`config.mk`:
```
export PLATFORM = sky130hd
export DESIGN_NAME = pipelined_subtractor
export DESIGN_NICKNAME = d
export VERILOG_FILES = /design/src/rtl/pipelined_subtractor_pkg.sv /design/src/rtl/pipelined_subtractor_sub_segment.sv /design/src/rtl/pipelined_subtractor.sv
export SDC_FILE = /design/constraint.sdc
export NUM_CORES = 1
export LEC_CHECK = 0
export BUFFER_PORTS_ARGS = -buffer_cell sky130_fd_sc_hd__buf_2
export CORE_MARGIN = 10
export CORE_UTILIZATION = 45
export CTS_BUF_LIST = sky130_fd_sc_hd__clkbuf_8
export DETAILED_ROUTE_END_ITERATION = 7
export SYNTH_ARGS = -nofsm -noshare
export SYNTH_HDL_FRONTEND = slang
export SYNTH_HIERARCHICAL = 1
export SYNTH_SLANG_ARGS = --single-unit
```
`constraint.sdc`:
```
create_clock -name clk -period 2.58 [get_ports clk]
set_input_delay 0.258 -clock clk [delete_from_list [all_inputs] [get_ports clk]]
set_output_delay 0.258 -clock clk [all_outputs]
set_load 0.005 [all_outputs]
```
`src/rtl/pipelined_subtractor_pkg.sv`:
```
// Shared types and elaboration helpers for the segmented pipelined subtractor.
package pipelined_subtractor_pkg;

  typedef struct packed {
    logic bout;
    logic ovf;
    logic zero;
  } flags_t;

  function automatic int seg_count(input int width, input int seg_w);
    return (seg_w > 0) ? width / seg_w : 1;
  endfunction

  function automatic bit cfg_ok(input int width, input int seg_w);
    if (seg_w < 1 || width < 1) return 1'b0;
    return (width % seg_w) == 0;
  endfunction

endpackage

```
`src/rtl/pipelined_subtractor_sub_segment.sv`:
```
// Combinational SEG_W-bit ripple-borrow subtractor built from full-subtractor cells.
module sub_segment
  import pipelined_subtractor_pkg::*;
#(
  parameter int SEG_W = 4
) (
  input  logic [SEG_W-1:0] a_seg,
  input  logic [SEG_W-1:0] b_seg,
  input  logic             bin,
  output logic [SEG_W-1:0] diff_seg,
  output logic             bout
);

  logic [SEG_W:0] brw;

  assign brw[0] = bin;

  for (genvar i = 0; i < SEG_W; i++) begin : g_cell
    assign diff_seg[i] = a_seg[i] ^ b_seg[i] ^ brw[i];
    assign brw[i+1]    = (~a_seg[i] & b_seg[i]) | (~(a_seg[i] ^ b_seg[i]) & brw[i]);
  end

  assign bout = brw[SEG_W];

endmodule

```
`src/rtl/pipelined_subtractor.sv`:
```
// Streaming a - b - bin, one SEG_W-bit borrow segment per pipeline stage,
// with operand skew / result deskew so a whole beat emerges together.
module pipelined_subtractor
  import pipelined_subtractor_pkg::*;
#(
  parameter int WIDTH = 16,
  parameter int SEG_W = 4
) (
  input  logic             clk,
  input  logic             rst_n,
  input  logic             in_valid,
  output logic             in_ready,
  input  logic [WIDTH-1:0] a,
  input  logic [WIDTH-1:0] b,
  input  logic             bin,
  output logic             out_valid,
  input  logic             out_ready,
  output logic [WIDTH-1:0] diff,
  output logic             bout,
  output logic             ovf,
  output logic             zero
);

  localparam int STAGES = seg_count(WIDTH, SEG_W);
  localparam int LAST   = STAGES - 1;

  if (!cfg_ok(WIDTH, SEG_W)) begin : g_cfg_err
    $fatal(1, "pipelined_subtractor: WIDTH must be a positive multiple of SEG_W >= 1");
  end

  logic                          adv, out_load;
  logic [STAGES-1:0]             vld_pipe_d, vld_pipe_q;
  logic [STAGES-1:0][SEG_W-1:0]  seg_a, seg_b, seg_diff, pre_diff, out_diff;
  logic [STAGES-1:0]             seg_bin, seg_bout;
  flags_t                        flags_d, flags_q;

  // Whole pipe moves together; the output slot only reloads when a real beat arrives.
  always_comb begin
    adv           = ~vld_pipe_q[LAST] | out_ready;
    vld_pipe_d    = '0;
    vld_pipe_d[0] = in_valid & adv;
    for (int k = 1; k < STAGES; k++) vld_pipe_d[k] = vld_pipe_q[k-1];
    out_load      = adv & vld_pipe_d[LAST];
  end

  for (genvar j = 0; j < STAGES; j++) begin : g_seg
    localparam int L = STAGES - j;

    if (j == 0) begin : g_head
      assign seg_a[j]   = a[SEG_W-1:0];
      assign seg_b[j]   = b[SEG_W-1:0];
      assign seg_bin[j] = bin;
    end else begin : g_skew
      // Segment j's operands wait j cycles for the borrow of segment j-1.
      logic [j-1:0][SEG_W-1:0] a_dl_d, a_dl_q, b_dl_d, b_dl_q;
      logic                    bin_d, bin_q;

      always_comb begin
        a_dl_d    = '0;
        b_dl_d    = '0;
        a_dl_d[0] = a[j*SEG_W +: SEG_W];
        b_dl_d[0] = b[j*SEG_W +: SEG_W];
        for (int i = 1; i < j; i++) begin
          a_dl_d[i] = a_dl_q[i-1];
          b_dl_d[i] = b_dl_q[i-1];
        end
        bin_d = seg_bout[j-1];
      end

      always_ff @(posedge clk or negedge rst_n) begin
        if (!rst_n) begin
          a_dl_q <= '0;
          b_dl_q <= '0;
          bin_q  <= 1'b0;
        end else if (adv) begin
          a_dl_q <= a_dl_d;
          b_dl_q <= b_dl_d;
          bin_q  <= bin_d;
        end
      end

      assign seg_a[j]   = a_dl_q[j-1];
      assign seg_b[j]   = b_dl_q[j-1];
      assign seg_bin[j] = bin_q;
    end

    sub_segment #(.SEG_W(SEG_W)) u_sub (
      .a_seg    (seg_a[j]),
      .b_seg    (seg_b[j]),
      .bin      (seg_bin[j]),
      .diff_seg (seg_diff[j]),
      .bout     (seg_bout[j])
    );

    // Deskew: finished segment rides along until the last stage; top entry is the output.
    logic [L-1:0][SEG_W-1:0] dd_d, dd_q;

    always_comb begin
      dd_d    = '0;
      dd_d[0] = seg_diff[j];
      for (int i = 1; i < L; i++) dd_d[i] = dd_q[i-1];
    end

    always_ff @(posedge clk or negedge rst_n) begin
      if (!rst_n) begin
        dd_q <= '0;
      end else begin
        for (int i = 0; i < L; i++) begin
          if ((i == L-1) ? out_load : adv) dd_q[i] <= dd_d[i];
        end
      end
    end

    assign pre_diff[j] = dd_d[L-1];
    assign out_diff[j] = dd_q[L-1];
  end

  // MSB segment operands arrive at the last stage, so their sign bits are on hand here.
  always_comb begin
    flags_d.bout = seg_bout[LAST];
    flags_d.zero = (pre_diff == '0);
    flags_d.ovf  = (seg_a[LAST][SEG_W-1] != seg_b[LAST][SEG_W-1]) &&
                   (pre_diff[LAST][SEG_W-1] != seg_a[LAST][SEG_W-1]);
  end

  always_ff @(posedge clk or negedge rst_n) begin
    if (!rst_n) begin
      vld_pipe_q <= '0;
      flags_q    <= '0;
    end else begin
      if (adv)      vld_pipe_q <= vld_pipe_d;
      if (out_load) flags_q    <= flags_d;
    end
  end

  assign in_ready  = adv;
  assign out_valid = vld_pipe_q[LAST];
  assign diff      = out_diff;
  assign bout      = flags_q.bout;
  assign ovf       = flags_q.ovf;
  assign zero      = flags_q.zero;

endmodule

```
; ---- Word-level counts from Yosys, hierarchy flattened
; Cells that the tools add are included.
[word_totals]
register_bits = 98
[op_classes]
eq_ne = 2
n_reduce_logical = 2
bitwise = 116
[ops]
columns = op, n
row1 = 1-bit bitwise AND, 34
row2 = 1-bit NOT, 33
row3 = 1-bit bitwise XOR, 32
row4 = 1-bit bitwise OR, 17
row5 = 16-bit logical NOT, 1
row6 = 1-bit inequality test, 2
row7 = 1-bit logical AND, 1

; ---- Longest topological paths before layout
[depth]
ltp_word = 11
ltp_mapped = 10

; ---- By module
; Netlist, hierarchy kept.
[by_module_without_submodules]
columns = module, area_per_inst_um2, cells_each, n_inst, seq_area_each_um2
row1 = pipelined_subtractor, 3752.3, 382, 1, 2452.4
row2 = sub_segment, 117.6, 14, 4, 0.0

; ---- Least setup slack after synthesis
; Ideal clock, no wire load.
[synth_path]
kind = reg2reg
from = register g_seg[3].g_skew.bin_q
to = register flags_q (netlist bit ovf)
path_slack_ps = 216
period_less_slack_ps = 2364
setup_ps = 125
n_path_buf = 0
arrival_ps = 2240
stages_incl_launch_ff = 11
path_cell_list = dfrtp_1 inv_1 fa_1 inv_1 fa_1 fa_1 inv_1 fa_1 nand2_1 o22ai_1 mux2_2
[synth_rtl]
columns = element, line
row1 = start: declaration, pipelined_subtractor.sv:56  ; logic bin_d, bin_q;
row2 = start signal: assignment, pipelined_subtractor.sv:78  ; bin_q <= bin_d;
row3 = end signal: assignment, pipelined_subtractor.sv:132  ; if (out_load) flags_q <= flags_d;
row4 = end: declaration, pipelined_subtractor.sv:35  ; flags_t flags_d, flags_q;

==> out/qor.csv <==
stage,metric,value,unit
timing,RSZ-0062 raised after global routing,no,
timing,fin crit share,0.969,
floorplanning,Ports,58,
global_route,GRT Total Usage,0.120,
status,status,finished clean,
synthesis,syn nets,491,
global_route,initial antenna violation count,0,
global_route,first-pass GRT wire length,13200,um
synthesis,mux cell area share after synthesis,0.0560,
synthesis,xor/xnor share of the synthesized area,0,
detailed_routing,met2 WL,3600,um
cts,CTS Root Cell,clkbuf_8,
synthesis,simple-gate share of the synthesized area,0.223,
detailed_routing,DR vias/cell,4.60,
timing,Final min period,2.50,ns
detailed_routing,Max Used Layer,met4,
floorplanning,Starting Density,0.459,
synthesis,synthesis warning total,6,
worst_setup_path,Crit path buffers/inverters,3,
synthesis,Netlist Area Pre-Place,4220,um2
timing,Worst slew margin,0.485,
worst_setup_path,critical path data arrival time,2.75,ns
detailed_routing,metal3 WL,324,um
final_layout,area occupied by multi-input gates,1530,um2
cts,Inserted Clock Buffers,9,
worst_setup_path,"Req. time, crit path",2.83,ns
timing,Final Hold Fails,0,
final_layout,share of cells above drive strength 1,0.202,
global_route,largest net degree at the start of global routing,83,
worst_setup_path,CP Depth,10,
worst_hold_path,hold crit path type,primary input to flop,
detailed_routing,Iteration-0 DRC Markers,143,
cts,Longest Clk Path Bufs,2,
final_layout,fin nets,544,
floorplanning,die height,117,um
floorplanning,Die X,117,um
detailed_routing,TritonRoute pass-1 iters,4,
worst_hold_path,hold path depth,3,
cts,clock transition at the registers of the reported paths,0.09,ns
timing,Final Max Slew Viols,0,
timing,fmax,400,MHz
synthesis,#FFs+latches synth,98,
placement,Placer Congestion,0.774,
final_layout,Area growth syn-to-layout,14.0,%
timing,worst slew pin tran,0.773,ns
worst_setup_path,Top Family by Delay on Critical Path,adder cells,
worst_setup_path,cell breakdown of the critical path,inv_2 > fa_1 > inv_1 > fa_2 > fa_1 > inv_2 > fa_2 > nand2_1 > o22ai_1 > mux2_2,
detailed_routing,final wirelength,7580,um
global_route,GR Overflow Total,0,
synthesis,Post-Syn Instances,438,
worst_setup_path,crit start category,flop,
detailed_routing,DR DRC count,0,
final_layout,ant diodes,0,
synthesis,Compound-Gate Fraction of Synth Area,0.00504,
power_and_ir_drop,pwr dens,1170,nW/um2
timing,# setup viols final,0,
job,max cap viols,0,
final_layout,register area,2450,um2
detailed_routing,Wirelength per Cell,12.5,um
detailed_routing,antenna-violating nets left,0,
cts,CTS tree,yes,
floorplanning,Core ar.,9200,um2
worst_setup_path,critical path type,flop to flop,
worst_setup_path,largest stage delay on the critical path,0.47,ns
worst_setup_path,Max Fanout on Critical Path,4,
worst_setup_path,Setup crit end kind,flop,
worst_setup_path,Reg2Reg Depth,10,
timing,Clock Skews,0.0132,ns
cts,H-tree lvl count,3,
synthesis,register area share after synthesis,0.581,
synthesis,Post-Syn Area per Cell,9.64,um2
placement,Placed Area,4590,um2
global_route,vias in the first global route,2913,
synthesis,Post-Synth Adder-Cell Area,0.0759,
placement,Port Buf Inserts,57,
power_and_ir_drop,maximum VDD drop,411,uV
final_layout,fillers,876,
cts,Post-CTS Setup Inserts,0,
synthesis,largest family of logic cells by synthesized area,simple AND/OR/NAND/NOR gates,
power_and_ir_drop,leakage dissipation,2.67,nW
detailed_routing,DR vias,2790,
detailed_routing,WL met1,3510,um
floorplanning,Die ar.,13700,um2
final_layout,post-route design area,4810,um2
cts,clk sinks,98,
synthesis,synth unique cells,17,
timing,Setup TNS,0,ns
floorplanning,row count,35,
cts,Clock Latency Late Sink,0.36,ns
worst_setup_path,CP max-delay cell,fa_2,
placement,Detailed Place HPWL,5090,um
## synthesized netlist by cell type (all sizes together)
cell	instances	area (um2)
fa	16	320
clkbuf	13	48.8
nor4	4	25.0
buf	5	37.5
dfrtp	98	2450
inv	42	165
nand4	1	6.26
o22ai	1	6.26
nand2b	1	6.26
o21ai	3	15.0
nand2	235	890
nor2b	1	13.8
mux2	18	236
## cells by family (layout without fill, tap and decap cells)
group,after synthesis,count (layout)
DFF,98,98
AOI/OAI and AO/OA,4,4
muxes,18,18
buffers and inverters,60,117
and+or+nand+nor,242,242
adders and majority gates,16,16
## power breakdown
group | internal (mW) | total, mW | switching, mW
combinational | 0.923 | 2.03 | 1.11
clock | 0.476 | 1.00 | 0.528
sequential | 2.20 | 2.59 | 0.392
## through the flow
step                utilization  hold WS [ns]  power [mW]  setup WS, ns  std cells
finish                    0.523        0.0854        5.62        0.0802        606
global route              0.523        0.0824        6.19       0.00213        606
CTS                       0.522        0.0705        5.68        0.0159        606
detailed placement        0.499         0.302        4.67        0.0349        590
global placement          0.499         0.301        4.59         0.147        590
floorplan                     -       -0.0376        4.07         0.216        438
## worst reg2reg max path: stages (launching register included)
cell and delay, ns:
dfrtp_1 0.41, inv_2 0.06, fa_1 0.17, inv_1 0.06, fa_2 0.34, fa_1 0.38
inv_2 0.07, fa_2 0.47, nand2_1 0.09, o22ai_1 0.08, mux2_2 0.27
## per-layer routing
layer	global-route usage	vias to the layer above
li1	-	1407
met1	0.152	1328
met2	0.193	42
met3	0.0255	13
met4	0.0568	0
met5	0	-
## path summary, 6_finish.rpt
check                      slack (ns)                         to                       from
max in group asynchronous        1.47          g_seg[1].dd_d[10]                      rst_n
hold / removal                   0.09  g_seg[1].g_skew.b_dl_q[0]                       b[4]
hold reg to reg                  0.47  g_seg[3].g_skew.b_dl_q[8]  g_seg[3].g_skew.b_dl_d[8]
setup / recovery                 0.08                        ovf      g_seg[3].g_skew.bin_q
setup reg to reg                 0.08                        ovf      g_seg[3].g_skew.bin_q
min in group asynchronous        0.44              vld_pipe_q[0]                      rst_n
## cell usage in the layout (no fill, tap or decap)
| cell type | instances |
|---|---|
| nor2b_4 | 1 |
| inv_1 | 39 |
| nand2_4 | 1 |
| inv_6 | 1 |
| nor4_1 | 3 |
| nor4_2 | 1 |
| buf_4 | 2 |
| mux2_4 | 9 |
| mux2_2 | 9 |
| dfrtp_1 | 98 |
| o22ai_1 | 1 |
| o21ai_0 | 3 |
| buf_2 | 56 |
| inv_8 | 1 |
| fa_1 | 14 |
| nand2b_1 | 1 |
| fa_2 | 2 |
| clkinv_4 | 2 |
| clkinvlp_4 | 1 |
| bufinv_16 | 1 |
| nand4_1 | 1 |
| clkbuf_8 | 10 |
| inv_2 | 2 |
| dlygate4sd3_1 | 1 |
| buf_12 | 1 |
| nand2_1 | 234 |
## flip-flops by register name (all words and copies together), names as in the netlist
signal and cells:
bout 1, diff 12, g_seg.dd_d 24, g_seg.dd_q 4, g_seg.g_skew.a_dl_d 12, g_seg.g_skew.a_dl_q 12
g_seg.g_skew.b_dl_d 12, g_seg.g_skew.b_dl_q 12, g_seg.g_skew.bin_q 3, ovf 1, vld_pipe_q 4, zero 1
## area by class of cell
| class | count | area share |
|---|---|---|
| Timing Repair Buffer | 60 | 0.0676 |
| Inverter | 42 | 0.0343 |
| Clock buffer | 10 | 0.0286 |
| Sequential cell | 98 | 0.509 |
| Clock inverter | 5 | 0.0133 |
| Tap cell | 111 | 0.0289 |
| Multi-Input combinational cell | 280 | 0.318 |
## timing repair
item	in CTS	in global routing
endpoints found under the hold margin	44	0
endpoints found under the setup margin	0	2
hold buffers	1	0
gates resized for setup	0	5
(Power assumes the default switching activity.)
